**config.mk**
```make
export PLATFORM = sky130hd
export DESIGN_NAME = mem_req_ctrl
export DESIGN_NICKNAME = d
export VERILOG_FILES = /design/src/rtl/mem_req_ctrl.sv
export SDC_FILE = /design/constraint.sdc
export NUM_CORES = 1
export LEC_CHECK = 0
export CAP_MARGIN = 20
export CORE_MARGIN = 2
export CORE_UTILIZATION = 40
export DETAILED_ROUTE_END_ITERATION = 16
export GPL_TIMING_DRIVEN = 0
export PLACE_DENSITY = 0.64
export SLEW_MARGIN = 25
export SYNTH_ARGS = -nofsm -noshare
export SYNTH_HDL_FRONTEND = slang
export SYNTH_SLANG_ARGS = --single-unit
```
**constraint.sdc**
```tcl
create_clock -name clk -period 5.1 [get_ports clk]
set_input_delay 1.02 -clock clk [delete_from_list [all_inputs] [get_ports clk]]
set_output_delay 1.02 -clock clk [all_outputs]
set_load 0.02 [all_outputs]
```
**src/rtl/mem_req_ctrl.sv**
```systemverilog
// Request-side controller for the memory block: buffers read/write requests
// in an in-order FIFO and sequences them onto the single memory port.
module mem_req_ctrl #(
   parameter int ADDR_WIDTH = 2,
   parameter int DATA_WIDTH = 8,
   parameter int FIFO_DEPTH = 4
) (
   input  logic                               clk,
   input  logic                               reset,
   input  logic                               req_valid,
   output logic                               req_ready,
   input  logic                               req_wr,
   input  logic [ADDR_WIDTH-1:0]              req_addr,
   input  logic [DATA_WIDTH-1:0]              req_wdata,
   output logic                               rsp_valid,
   input  logic                               rsp_ready,
   output logic [DATA_WIDTH-1:0]              rsp_rdata,
   output logic [ADDR_WIDTH-1:0]              mem_addr,
   output logic                               mem_wr_en,
   output logic                               mem_rd_en,
   output logic [DATA_WIDTH-1:0]              mem_wdata,
   input  logic [DATA_WIDTH-1:0]              mem_rdata,
   output logic [$clog2(FIFO_DEPTH+1)-1:0]    fifo_count
);

   localparam int PW = $clog2(FIFO_DEPTH);
   localparam int CW = $clog2(FIFO_DEPTH + 1);

   typedef enum logic [2:0] {
      IDLE,
      WRITE,
      READ,
      CAPT,
      RESP
   } state_t;

   state_t                 state;
   logic [PW-1:0]          wptr;
   logic [PW-1:0]          rptr;
   logic                   push;
   logic                   pop;

   logic                   fifo_wr   [FIFO_DEPTH];
   logic [ADDR_WIDTH-1:0]  fifo_addr [FIFO_DEPTH];
   logic [DATA_WIDTH-1:0]  fifo_data [FIFO_DEPTH];

   assign req_ready = (fifo_count != CW'(FIFO_DEPTH));
   assign push      = req_valid && req_ready;
   assign pop       = (state == IDLE) && (fifo_count != '0);

   // Entry storage needs no reset; pointers and count define validity.
   always_ff @(posedge clk) begin
      if (push) begin
         fifo_wr[wptr]   <= req_wr;
         fifo_addr[wptr] <= req_addr;
         fifo_data[wptr] <= req_wdata;
      end
   end

   always_ff @(posedge clk) begin
      if (!reset) begin
         wptr       <= '0;
         rptr       <= '0;
         fifo_count <= '0;
      end else begin
         if (push) begin
            wptr <= wptr + PW'(1);
         end
         if (pop) begin
            rptr <= rptr + PW'(1);
         end
         unique case ({push, pop})
            2'b10:   fifo_count <= fifo_count + CW'(1);
            2'b01:   fifo_count <= fifo_count - CW'(1);
            default: fifo_count <= fifo_count;
         endcase
      end
   end

   // Issue FSM: one memory operation in flight, strobes last one cycle.
   always_ff @(posedge clk) begin
      if (!reset) begin
         state     <= IDLE;
         mem_addr  <= '0;
         mem_wdata <= '0;
         mem_wr_en <= 1'b0;
         mem_rd_en <= 1'b0;
         rsp_valid <= 1'b0;
         rsp_rdata <= '0;
      end else begin
         unique case (state)
            IDLE: begin
               if (pop) begin
                  mem_addr  <= fifo_addr[rptr];
                  mem_wdata <= fifo_data[rptr];
                  if (fifo_wr[rptr]) begin
                     mem_wr_en <= 1'b1;
                     state     <= WRITE;
                  end else begin
                     mem_rd_en <= 1'b1;
                     state     <= READ;
                  end
               end
            end
            WRITE: begin
               mem_wr_en <= 1'b0;
               state     <= IDLE;
            end
            READ: begin
               mem_rd_en <= 1'b0;
               state     <= CAPT;
            end
            CAPT: begin
               rsp_rdata <= mem_rdata;
               rsp_valid <= 1'b1;
               state     <= RESP;
            end
            RESP: begin
               if (rsp_ready) begin
                  rsp_valid <= 1'b0;
                  state     <= IDLE;
               end
            end
            default: begin
               mem_wr_en <= 1'b0;
               mem_rd_en <= 1'b0;
               rsp_valid <= 1'b0;
               state     <= IDLE;
            end
         endcase
      end
   end

endmodule

```
# Word-level counts from Yosys, hierarchy flattened
# Memories as Yosys holds them, arrays and structs flattened. A register that Yosys moved wholly into a read port is not among the register bits.
# Index checks and enable logic that the tools add are counted.
[word_totals] out_inout_bits=25 ff_bits=21 mem_count=3 ram_bits=44 word_cells=61
[classes] muxes=17 n_bitwise=3 add_sub_neg=4 n_reduce_logical=15 n_eq_ne=11
[mem_list] memory="fifo_data" words=4 word_bits=8 read_ports=1 rd_ports_with_merged_regs=1 wr=1 line_no="45" text="logic [DATA_WIDTH-1:0] fifo_data [FIFO_DEPTH];"
[mem_list] memory="fifo_addr" words=4 word_bits=2 read_ports=1 rd_ports_with_merged_regs=1 wr=1 line_no="44" text="logic [ADDR_WIDTH-1:0] fifo_addr [FIFO_DEPTH];"
[mem_list] memory="fifo_wr" words=4 word_bits=1 read_ports=1 rd_ports_with_merged_regs=1 wr=1 line_no="43" text="logic fifo_wr [FIFO_DEPTH];"
[ops] operator="3-bit one-hot mux with 4 select lines" count=1
[ops] operator="3-bit OR reduction" count=3
[ops] operator="1-bit two-way mux" count=7
[ops] operator="3-bit by 2-bit equality test with 1-bit output, second input constant" count=2
[ops] operator="2-bit two-way mux" count=3
[ops] operator="3-bit two-way mux" count=2
[ops] operator="2-bit inequality test, second input constant" count=3
[ops] operator="3-bit one-hot mux with 2 select lines" count=1
[ops] operator="2-bit AND reduction" count=3
[ops] operator="3-bit AND reduction" count=2
[ops] operator="2-bit by 1-bit adder with 2-bit output, second input constant" count=2
[ops] operator="1-bit one-hot mux with 2 select lines" count=2
[ops] operator="3-bit by 1-bit adder with 3-bit output, second input constant" count=1
[ops] operator="3-bit by 1-bit equality test with 1-bit output, second input constant" count=1
[ops] operator="3-bit equality test, second input constant" count=1
[ops] operator="3-bit logical NOT" count=1
[ops] operator="3-bit inequality test, second input constant" count=1
[ops] operator="1-bit inverter" count=3
[ops] operator="1-bit one-hot mux with 3 select lines" count=1
[ops] operator="3-bit nonzero test" count=1
[ops] operator="3-bit by 1-bit subtractor with 3-bit output, second input constant" count=1
[ops] operator="2-bit by 1-bit equality test with 1-bit output, second input constant" count=1
[ops] operator="2-bit equality test, second input constant" count=1
[ops] operator="1-bit logical AND" count=2
[ops] operator="other kinds (3)" count=4

# Longest topological paths before layout
[logic_depth] ltp_word=4 mapped_depth=10

# Worst setup path before layout
# No wires, ideal clock.
[synth_path] path_type="input-to-reg" start="input req_valid" end="register fifo_count[2]" setup_time_ps=70 cell_stages=8 setup_slack_ps=2645 path_buffers=1 arrival_time_ps=2385 cell_sequence="buf_1 -> nand2_1 -> ha_1 -> inv_1 -> fa_1 -> xor2_1 -> or3_1 -> a21oi_1"
[synth_between] elab_chain_cells=3 elab_cells_between_ends=5 classes_between="eq/ne: 2; mux: 1; reduce/logical: 2"
[synth_rtl] element="start: declaration" line_no="10" text="input logic req_valid,"
[synth_rtl] element="1-bit logical AND *" line_no="48" text="assign push = req_valid && req_ready;"
[synth_rtl] element="2-bit by 1-bit equality test with 1-bit output or 2-bit equality test (tied branches)" line_no="72" text="unique case ({push, pop})"
[synth_rtl] element="3-bit one-hot mux with 2 select lines or 2-bit nonzero test (tied branches)"
[synth_rtl] element="end signal: assignment" line_no="73" text="2'b10: fifo_count <= fifo_count + CW'(1);"
[synth_rtl] element="end signal: assignment" line_no="74" text="2'b01: fifo_count <= fifo_count - CW'(1);"
[synth_rtl] element="end signal: assignment" line_no="75" text="default: fifo_count <= fifo_count;"
[synth_rtl] element="end: declaration" line_no="23" text="output logic [$clog2(FIFO_DEPTH+1)-1:0] fifo_count"
# Mark *: on every way between the ends. The rest lies on a longest branch, timed or not.
# A chain may end at the register's enable or synchronous reset.

# Final worst setup path
[layout_path] start="register fifo_count[2]" end="output req_ready"
[layout_between] elab_chain_cells=1
[layout_rtl] element="3-bit inequality test" line_no="47" text="assign req_ready = (fifo_count != CW'(FIFO_DEPTH));"
[layout_rtl] element="end: declaration" line_no="11" text="output logic req_ready,"
# Every way passes these cells.

==> impl_metrics.env <==
export IMPL_status="finished clean"
export IMPL_r2r_end="fifo_count[2]"
export IMPL_min_period_ns=2.99
export IMPL_critPathBufInv=2
export IMPL_num_antenna_cells=0
export IMPL_wl_met3_microns=269
export IMPL_top_layer_used="met4"
export IMPL_cp_max_fo=10
export IMPL_synth_top_area_share_pct=44.3
export IMPL_cts_buffers=9
export IMPL_peakVddDrop_v=0.000174
export IMPL_areaGrowthSynthToFinish_pct=26.7
export IMPL_synthCells=205
export IMPL_yosys_cell_count_top_type="edfxtp_1"
export IMPL_num_rows=31
export IMPL_worst_setup_path_end_kind="output pin"
export IMPL_yosys_top_cells_count="edfxtp_1 (44), dfxtp_1 (33), nor2_1 (14)"
export IMPL_fp_dieArea_sq_um=8170
export IMPL_vias_per_cell=4.88
export IMPL_fmax_mhz=335
export IMPL_vias=1787
export IMPL_avgSynthCellArea_sq_um=14.6
export IMPL_cp_start_kind="flip-flop"
export IMPL_slew_violations=0
export IMPL_synth_distinct_cells=36
export IMPL_utilization_pct=52.1
export IMPL_drt_iter0_drc=123
export IMPL_yosysWarnings=0
export IMPL_path_cells="or3b_2 -> buf_2 -> clkdlybuf4s50_1"
export IMPL_fp_coreArea_sq_um=7250
export IMPL_rsz0062_at_grt="false"
export IMPL_ys_top_cells_by_area="edfxtp_1 (44%), dfxtp_1 (22%), mux4_2 (6.8%), mux2i_1 (3.4%), o2bb2ai_1 (2.9%)"
export IMPL_initial_utilization_pct=41.2
export IMPL_ioPinCount=48
export IMPL_firstDrtPassIters=4
export IMPL_cp_top_family="buffers and inverters"
export IMPL_skew_ns=0.0125
export IMPL_synth_main_ff_cell="edfxtp_1"
export IMPL_grtUsageTotal_pct=13.6
export IMPL_fp_dieW_microns=90.4
export IMPL_port_buffers=46
export IMPL_grt_pass1_wl_mm=8.62
export IMPL_fin_setup_tns_ns=0
export IMPL_synth_seq_cells=77
export IMPL_nNetsFinal=291
export IMPL_post_cts_resized=0
export IMPL_slew_headroom_pct=54.0
export IMPL_required_ns=4.08
export IMPL_r2r_start="state[2]"
export IMPL_grt_max_degree=14
export IMPL_postRouteWirelength_mm=5.24
export IMPL_critical_path_depth=3
export IMPL_r2r_slack_ns=2.51
export IMPL_hold_depth=2
export IMPL_critPathLaunch="fifo_count[2]"
export IMPL_antenna_found_initial=0
export IMPL_clock_latency_ns=0.34
export IMPL_m1WireLength_mm=2.52
export IMPL_setup_viol=0
export IMPL_power_mw=1.99
export IMPL_synth_top_area_cell="edfxtp_1"
export IMPL_powerDensity_nw_per_um2=526
export IMPL_cts_hold_buf=0
export IMPL_clockBufferDepth=2
export IMPL_cts_root_buf="clkbuf_8"
export IMPL_h_tree_depth=3
export IMPL_syn_area_sq_um=2990
export IMPL_dr_wl_met2_mm=2.35
export IMPL_drive_gt1_share_pct=12.0
export IMPL_post_cts_setup_buffers=0
export IMPL_hold_class="reg -> reg"
export IMPL_syn_nets=234
export IMPL_cts_sinks=77
export IMPL_cts_tree="done"
export IMPL_min_period_over_period_pct=58.6
export IMPL_drv_cap=0
export IMPL_grt_pass1_vias=1730
export IMPL_drc=0
export IMPL_place_congestion=0.653
export IMPL_cp_data_arrival_time_ns=1.97
export IMPL_cts_clk_slew_worst_paths_ns=0.08
export IMPL_tightest_slew_ns=0.685
export IMPL_synthArstFlopShare_pct=0
export IMPL_hold_viol_final=0
export IMPL_p_leak_nw=1.35
export IMPL_grt_overflow=0
export IMPL_crit_type="reg -> out"
export IMPL_synth_edff_count=44
export IMPL_dp_hpwl_mm=3.57
export IMPL_critPathCapture="req_ready"
export IMPL_drt_antenna_violating_nets=0
export IMPL_post_drt_wl_per_cell_microns=14.3
export IMPL_max_stage_delay_ns=0.55
export IMPL_crit_slowest_cell="clkdlybuf4s50_1"
export IMPL_ys_seq_area_share_pct=66.4
export IMPL_die_h_microns=90.4
export IMPL_reg2regPathDepth=10
tightest hold or removal path, stage by stage, from the launching register on:
cell,delay (ns)
dfxtp_1,0.31
nand2_1,0.05
o2bb2ai_1,0.06
power breakdown:
part	internal (mW)	leakage (nW)	switching (mW)
clock	0.275	0.100	0.216
combinational	0.323	0.578	0.349
sequential	0.771	0.673	0.0575
total	1.37	1.35	0.622
kinds of logic after synthesis:
kind of cell / count (synthesis) / share of synthesized area (%)
DFF: 77 / 66.4
and+or+nand+nor: 48 / 8.01
AOI/OAI and AO/OA: 30 / 7.04
adders and majority gates: 6 / 2.77
buffers and inverters: 21 / 3.31
muxes: 21 / 11.9
xor gates and xnor gates: 2 / 0.587
routing by layer:
metal | track usage (%) | up-vias
met3 | 3.42 | 9
met5 | 0 | -
met4 | 6.15 | 0
li1 | - | 876
met2 | 20.7 | 38
met1 | 18.5 | 864
registers in the layout, summed over array words and instances (netlist names), named ones only:
register and cells:
fifo_addr 8, fifo_count 3, fifo_data 32, fifo_wr 4
mem_addr 2, mem_rd_en 1, mem_wdata 8, mem_wr_en 1
rptr 2, rsp_rdata 8, rsp_valid 1, state 3
wptr 2
final cells by class:
type	instances	area, sq um
Clock buffer	10	128
Multi-Input combinational cell	107	905
Sequential cell	77	1980
Clock inverter	6	85.1
Timing Repair Buffer	46	460
Inverter	8	30.0
Tap cell	99	124
Fill cell	647	3470
Buffer	13	68.8
placed cells by master (no fill, tap or decap), types with 9 or more instances in the layout:
master           instances
clkdlybuf4s50_1         46
dfxtp_1                 33
edfxtp_1                44
clkbuf_8                 9
o2bb2ai_1               10
nand2_1                 13
a21oi_1                 11
mux2i_1                 10
mux4_2                   9
nor2_1                  14
through the flow:
step / hold slack [ns] / std cells / instance area, sq um / setup slack (ns)
2_1_floorplan: 0.520 / 205 / 2990 / 2.64
3_3_place_gp: 0.452 / 350 / 3570 / 2.49
3_5_place_dp: 0.456 / 350 / 3570 / 2.48
4_1_cts: 0.467 / 366 / 3780 / 2.09
5_1_grt: 0.481 / 366 / 3780 / 2.02
6_report: 0.461 / 366 / 3780 / 2.11
worst min-delay path by stage:
| stage | startpoint | slack [ns] | end |
|---|---|---|---|
| after floorplan | state[0] | 0.52 | state[1] |
| after global placement | mem_wdata[2] | 0.45 | mem_wdata[2] |
| after detailed placement | mem_wdata[7] | 0.46 | mem_wdata[7] |
| after CTS | mem_wdata[7] | 0.47 | mem_wdata[7] |
| after global routing | mem_wdata[4] | 0.48 | mem_wdata[4] |
| final | mem_wdata[4] | 0.46 | mem_wdata[4] |
Power figures use the tool's default switching activity.
